[config.mk]
export PLATFORM = sky130hd
export DESIGN_NAME = windowed_register_file_flat
export DESIGN_NICKNAME = d
export VERILOG_FILES = /design/src/rtl/windowed_register_file_if.sv /design/src/rtl/windowed_register_file.sv /design/src/flat_wrapper.sv
export SDC_FILE = /design/constraint.sdc
export NUM_CORES = 2
export LEC_CHECK = 0
export CAP_MARGIN = 10
export CORE_MARGIN = 5
export CORE_UTILIZATION = 45
export CTS_BUF_LIST = sky130_fd_sc_hd__clkbuf_8
export DETAILED_ROUTE_END_ITERATION = 16
export SLEW_MARGIN = 30
export SYNTH_ARGS = -nofsm -noshare
export SYNTH_HDL_FRONTEND = slang
export SYNTH_SLANG_ARGS = --single-unit
export TNS_END_PERCENT = 5
[constraint.sdc]
create_clock -name Clk -period 4.4 [get_ports Clk]
set_input_delay 0.88 -clock Clk [delete_from_list [all_inputs] [get_ports Clk]]
set_output_delay 0.88 -clock Clk [all_outputs]
set_load 0.02 [all_outputs]
[src/rtl/windowed_register_file_if.sv]
// Decode-side bundle for the windowed register file: register selects, write port,
// window op and WIM in; registered operands, CWP and trap pulses out.
interface windowed_register_file_if #(
    parameter int DATA_WIDTH = 32,
    parameter int NWINDOWS   = 4
);
    localparam int CWP_W = (NWINDOWS > 2) ? $clog2(NWINDOWS) : 1;

    logic [4:0]            Register_A_Select;
    logic [4:0]            Register_B_Select;
    logic [DATA_WIDTH-1:0] Register_A;
    logic [DATA_WIDTH-1:0] Register_B;
    logic                  Write_Enable;
    logic [4:0]            Write_Select;
    logic [DATA_WIDTH-1:0] Write_Data;
    logic [1:0]            CWP_Op;
    logic [NWINDOWS-1:0]   WIM;
    logic [CWP_W-1:0]      CWP;
    logic                  Window_Overflow;
    logic                  Window_Underflow;

    modport master (
        output Register_A_Select, Register_B_Select, Write_Enable, Write_Select,
               Write_Data, CWP_Op, WIM,
        input  Register_A, Register_B, CWP, Window_Overflow, Window_Underflow
    );

    modport slave (
        input  Register_A_Select, Register_B_Select, Write_Enable, Write_Select,
               Write_Data, CWP_Op, WIM,
        output Register_A, Register_B, CWP, Window_Overflow, Window_Underflow
    );
endinterface

[src/rtl/windowed_register_file.sv]
// SPARC-style windowed register file: 8 globals plus NWINDOWS overlapping windows,
// two registered read ports with write bypass, and a SAVE/RESTORE-driven CWP with WIM traps.
module windowed_register_file #(
    parameter int DATA_WIDTH = 32,
    parameter int NWINDOWS   = 4,
    parameter int CWP_RESET  = 0
) (
    input logic                   Clk,
    input logic                   Reset_N,
    windowed_register_file_if.slave rf
);
    localparam int CWP_W  = (NWINDOWS > 2) ? $clog2(NWINDOWS) : 1;
    localparam int NPHYS  = 8 + 16 * NWINDOWS;
    localparam int PHYS_W = $clog2(NPHYS);

    typedef logic [PHYS_W-1:0] phys_t;
    typedef logic [CWP_W-1:0]  cwp_t;

    logic [DATA_WIDTH-1:0] regs [NPHYS];
    logic [DATA_WIDTH-1:0] rd_a_q, rd_b_q, rd_a_d, rd_b_d;
    cwp_t                  cwp_q, cwp_d, cwp_inc, cwp_dec;
    logic                  ovf_q, unf_q, ovf_d, unf_d;
    phys_t                 idx_a, idx_b, idx_w;
    logic                  wr_en;

    // Ins of window w are the outs of window w+1, so the ins base uses the incremented CWP.
    function automatic phys_t map_reg(input logic [4:0] sel, input cwp_t cwp, input cwp_t cwp_next);
        int base;
        case (sel[4:3])
            2'd0:    base = 0;
            2'd1:    base = 8 + 16 * int'(cwp);
            2'd2:    base = 16 + 16 * int'(cwp);
            default: base = 8 + 16 * int'(cwp_next);
        endcase
        return phys_t'(base + int'(sel[2:0]));
    endfunction

    assign cwp_inc = (cwp_q == cwp_t'(NWINDOWS - 1)) ? '0 : cwp_q + cwp_t'(1);
    assign cwp_dec = (cwp_q == '0) ? cwp_t'(NWINDOWS - 1) : cwp_q - cwp_t'(1);

    assign idx_a = map_reg(rf.Register_A_Select, cwp_q, cwp_inc);
    assign idx_b = map_reg(rf.Register_B_Select, cwp_q, cwp_inc);
    assign idx_w = map_reg(rf.Write_Select, cwp_q, cwp_inc);
    assign wr_en = rf.Write_Enable && (rf.Write_Select != 5'd0);

    // Bypass compares physical indices so aliased ins/outs of adjacent windows forward too.
    always_comb begin
        rd_a_d = regs[idx_a];
        rd_b_d = regs[idx_b];
        if (wr_en && (idx_a == idx_w)) rd_a_d = rf.Write_Data;
        if (wr_en && (idx_b == idx_w)) rd_b_d = rf.Write_Data;
        if (rf.Register_A_Select == 5'd0) rd_a_d = '0;
        if (rf.Register_B_Select == 5'd0) rd_b_d = '0;
    end

    always_comb begin
        cwp_d = cwp_q;
        ovf_d = 1'b0;
        unf_d = 1'b0;
        case (rf.CWP_Op)
            2'b01: if (rf.WIM[cwp_dec]) ovf_d = 1'b1; else cwp_d = cwp_dec;
            2'b10: if (rf.WIM[cwp_inc]) unf_d = 1'b1; else cwp_d = cwp_inc;
            default: ;
        endcase
    end

    always_ff @(posedge Clk or negedge Reset_N) begin
        if (!Reset_N) begin
            for (int i = 0; i < NPHYS; i++) regs[i] <= '0;
            rd_a_q <= '0;
            rd_b_q <= '0;
            cwp_q  <= cwp_t'(CWP_RESET);
            ovf_q  <= 1'b0;
            unf_q  <= 1'b0;
        end else begin
            if (wr_en) regs[idx_w] <= rf.Write_Data;
            rd_a_q <= rd_a_d;
            rd_b_q <= rd_b_d;
            cwp_q  <= cwp_d;
            ovf_q  <= ovf_d;
            unf_q  <= unf_d;
        end
    end

    assign rf.Register_A       = rd_a_q;
    assign rf.Register_B       = rd_b_q;
    assign rf.CWP              = cwp_q;
    assign rf.Window_Overflow  = ovf_q;
    assign rf.Window_Underflow = unf_q;
endmodule
[src/flat_wrapper.sv]
// flat-port wrapper written by rule: the top's interface ports become plain ports
module windowed_register_file_flat 
#(
    parameter int DATA_WIDTH = 32,
    parameter int NWINDOWS   = 4,
    parameter int CWP_RESET  = 0
)
  (Clk, Reset_N, rf_Register_A_Select, rf_Register_B_Select, rf_Write_Enable, rf_Write_Select, rf_Write_Data, rf_CWP_Op, rf_WIM, rf_Register_A, rf_Register_B, rf_CWP, rf_Window_Overflow, rf_Window_Underflow);
  windowed_register_file_if #(.DATA_WIDTH(DATA_WIDTH), .NWINDOWS(NWINDOWS)) rf_i ();
  input logic Clk;
  input logic Reset_N;
  input wire logic [$bits(rf_i.Register_A_Select)-1:0] rf_Register_A_Select;
  input wire logic [$bits(rf_i.Register_B_Select)-1:0] rf_Register_B_Select;
  input wire logic [$bits(rf_i.Write_Enable)-1:0] rf_Write_Enable;
  input wire logic [$bits(rf_i.Write_Select)-1:0] rf_Write_Select;
  input wire logic [$bits(rf_i.Write_Data)-1:0] rf_Write_Data;
  input wire logic [$bits(rf_i.CWP_Op)-1:0] rf_CWP_Op;
  input wire logic [$bits(rf_i.WIM)-1:0] rf_WIM;
  output wire logic [$bits(rf_i.Register_A)-1:0] rf_Register_A;
  output wire logic [$bits(rf_i.Register_B)-1:0] rf_Register_B;
  output wire logic [$bits(rf_i.CWP)-1:0] rf_CWP;
  output wire logic [$bits(rf_i.Window_Overflow)-1:0] rf_Window_Overflow;
  output wire logic [$bits(rf_i.Window_Underflow)-1:0] rf_Window_Underflow;
  assign rf_i.Register_A_Select = rf_Register_A_Select;
  assign rf_i.Register_B_Select = rf_Register_B_Select;
  assign rf_i.Write_Enable = rf_Write_Enable;
  assign rf_i.Write_Select = rf_Write_Select;
  assign rf_i.Write_Data = rf_Write_Data;
  assign rf_i.CWP_Op = rf_CWP_Op;
  assign rf_i.WIM = rf_WIM;
  assign rf_Register_A = rf_i.Register_A;
  assign rf_Register_B = rf_i.Register_B;
  assign rf_CWP = rf_i.CWP;
  assign rf_Window_Overflow = rf_i.Window_Overflow;
  assign rf_Window_Underflow = rf_i.Window_Underflow;
  windowed_register_file #(.DATA_WIDTH(DATA_WIDTH), .NWINDOWS(NWINDOWS), .CWP_RESET(CWP_RESET)) u_core (.Clk(Clk), .Reset_N(Reset_N), .rf(rf_i));
endmodule
==> reports/metrics.cfg <==
[die]
io_pins = 124
fp.dieW_um = 540
chipHeight_um = 540
dieArea_sq_um = 292000
core_area_sq_um = 280000
rows = 194
initial_core_util_pct = 45.2

[yosys]
synth.distinct_cells = 84
synth_nets = 8610
syn_avg_cell_area_sq_um = 14.8
synthTopCellsByArea = dfrtp_1 (47%), mux2_2 (20%), mux4_2 (17%)
synth_top_area_share_pct = 46.9
synthAdderAreaFrac_pct = 0.0395
synth_seq_cells = 2372
syn-cell-area_sq_um = 127000
synth_warnings = 0
yosys.area.top_type = dfrtp_1
synth_top_family_by_area = multiplexers
synth_top_flop_cell = dfrtp_1
async_reset_ff_share_pct = 100
ys_seq_area_share_pct = 46.9
synth_edf_count = 0
synth_mux_area_share_pct = 42.0
synth_compound_area_share_pct = 5.17
netlist_instances = 8550
synthXorXnorAreaFrac_pct = 0.0899
yosys.area_share.simple_pct = 1.94

[place]
dpl-instance-area_sq_um = 135000
hpwlAfterDp_mm = 302
gp_congestion = 0.935
dpl_worst_slack_ps = -49.5
portBuffers = 123

[finish]
drive_gt1_share_pct = 51.1
fin_area_sq_um = 143000
final_cell_mix = dfrtp_1 (2372), mux2_2 (2247), mux4_2 (974), clkbuf_8 (524), mux2i_1 (490)
nets = 8844
areaGrowthSynthToFinish_pct = 13.2
final_common_cell = dfrtp_1
nFillCells = 23400

[timing]
tns_ps = 0
worst_pin_slew_ps = 1170
finalSetupViolations = 0
fin_crit_ps = 4180
fin_ws_ps = 218
hold_viol_final = 0
final_max_slew_viol_count = 0
whs_ps = 333
max_freq_ghz = 0.239
max_slew_margin_pct = 21.1
fin_worst_skew_ps = 92.7
fin_crit_sh_pct = 95.0
rsz0062_at_grt = false

[pwr]
power_mw = 82.6
p_per_area_nw_per_um2 = 576
vdd_ir_drop_max_mv = 0.321
power.leakage_nw = 65.3

[routing]
postRouteAntennaNets = 0
drtIter0Drc = 10100
viasPerCell = 6.81
vias = 87300
drc = 0
wirelength_mm = 477
first_pass_iters = 7
wl_per_cell_um = 37.2

[critical_path]
critPathMaxStageDelay_ps = 970
cp.arrival_ps = 5040
cp_max_fo = 15
cpMostUsedCell = nand2_1
crit_type = register to register
worstSetupStartpointType = register
timing.rr.start = u_core.rf.CWP[1]
startpoint = u_core.rf.CWP[1]
path_cells = inv_1 -> ha_1 -> buf_4 -> nand2_1 -> a21boi_2 -> nand2_1 -> o21ai_0 -> o32ai_1
end_kind = register
critPathSlowestCell = o21ai_0
cp.required_ps = 5260

[clocking]
cts_buffers = 415
ctsResizeCount = 0
root_buffer = clkbuf_8
cts_max_level = 5
clkSinkCount = 2372
cts_tree = yes
clock_path_buffers = 4
clk_latency_ps = 1060
clkTransAtPathRegs_ps = 60

[status]
status = finished, final reports clean

[grt]
grt-ovfl-total = 0
grt_pass1_wl_mm = 680
antenna_found_initial = 34
grt_pass1_vias = 89500
grt_max_degree = 170
track_usage_pct = 32.2

[flow_run]
drv_cap = 0

[hold_path]
holdCritStartpoint = rf_Write_Data[23]
hold_class = primary input to register

[power breakdown]
group          total (mW)  switching [mW]  internal (mW)  leakage, nW
logic                26.6            12.1           14.5         28.7
registers            35.7            6.04           29.7         31.8
clock network        20.3            9.58           10.8         4.76
total                82.6            27.7           55.0         65.3
[per-layer routing]
layer | share of wire [%] | GRT usage (%)
met3 | 11 | 9.62
met2 | 44 | 47.6
met4 | 5.1 | 14.4
met1 | 40 | 44.1
met5 | 0.025 | 0
[cells in the mapped netlist, drive strengths merged (20+ instances only)]
library cell and count:
buf 543, clkbuf 410, mux2i 490, o21ai 117
nor3 83, o22ai 172, nor4 21, nand2 97
a22o 28, o31ai 20, o21a 23, mux4 977
a211oi 37, o211ai 85, dfrtp 2372, a21oi 101
mux2 2319, nor2b 44, a31oi 22, nand3 39
a22oi 179, nor2 119
[what timing repair did]
action / 4_1_cts / 5_1_grt
setup buffers: 0 / 0
hold endpoints to repair: 31 / 0
hold buffers: 1 / 0
[per-stage QoR]
stage	utilization, %	cells
after floorplan	-	8550
after CTS	51.2	12800
after global routing	51.2	12800
after global placement	48.2	12100
after detailed placement	48.3	12100
final	51.2	12800
[cells by family (layout without fill, tap and decap cells)]
group	after synthesis	after routing
and+or+nand+nor	477	477
xor gates and xnor gates	13	13
buffers and inverters	961	1501
muxes	3786	3786
adders and majority gates	4	4
AOI/OAI and AO/OA	937	937
other	0	16
DFF	2372	2372
[worst paths after layout]
check	depth (start not counted)	to	slack (ps)
max in group asynchronous	4	u_core.regs[252]	2410
hold / removal	2	u_core.regs[183]	330
setup / recovery	8	u_core.rf.Register_A[10]	220
hold reg to reg	1	u_core.regs[2254]	510
min in group asynchronous	2	u_core.regs[1449]	430
setup reg to reg	8	u_core.rf.Register_A[10]	220
[cell type report]
| type | instances | area, sq um | area share, % |
|---|---|---|---|
| multi-input cells | 5217 | 62900 | 43.9 |
| flip-flops and latches | 2372 | 59400 | 41.4 |
| repair buffers | 770 | 8270 | 5.77 |
| clock buffers | 524 | 7210 | 5.03 |
| well taps | 3724 | 4660 | 3.25 |
| clock inverters | 199 | 937 | 0.654 |
| diodes | 16 | 40.0 | 0.0279 |
| inverters | 8 | 30.0 | 0.0209 |
[sequential cells by signal (all words and copies together) (netlist names)]
signal / flops
u_core.rf.Register_B: 32
u_core.regs: 2304
u_core.rf.Window_Overflow: 1
u_core.rf.Window_Underflow: 1
u_core.rf.Register_A: 32
u_core.rf.CWP: 2
[critical path: cells and delay by family, from the launching register on]
family | cells | cell delay (ps)
buffers and inverters | 2 | 540
flip-flops | 1 | 760
adder cells (fa/ha/maj) | 1 | 360
AO/OA/AOI/OAI | 3 | 1670
AND/OR/NAND/NOR | 2 | 640
Note: power is estimated with default switching activity, not from simulation.
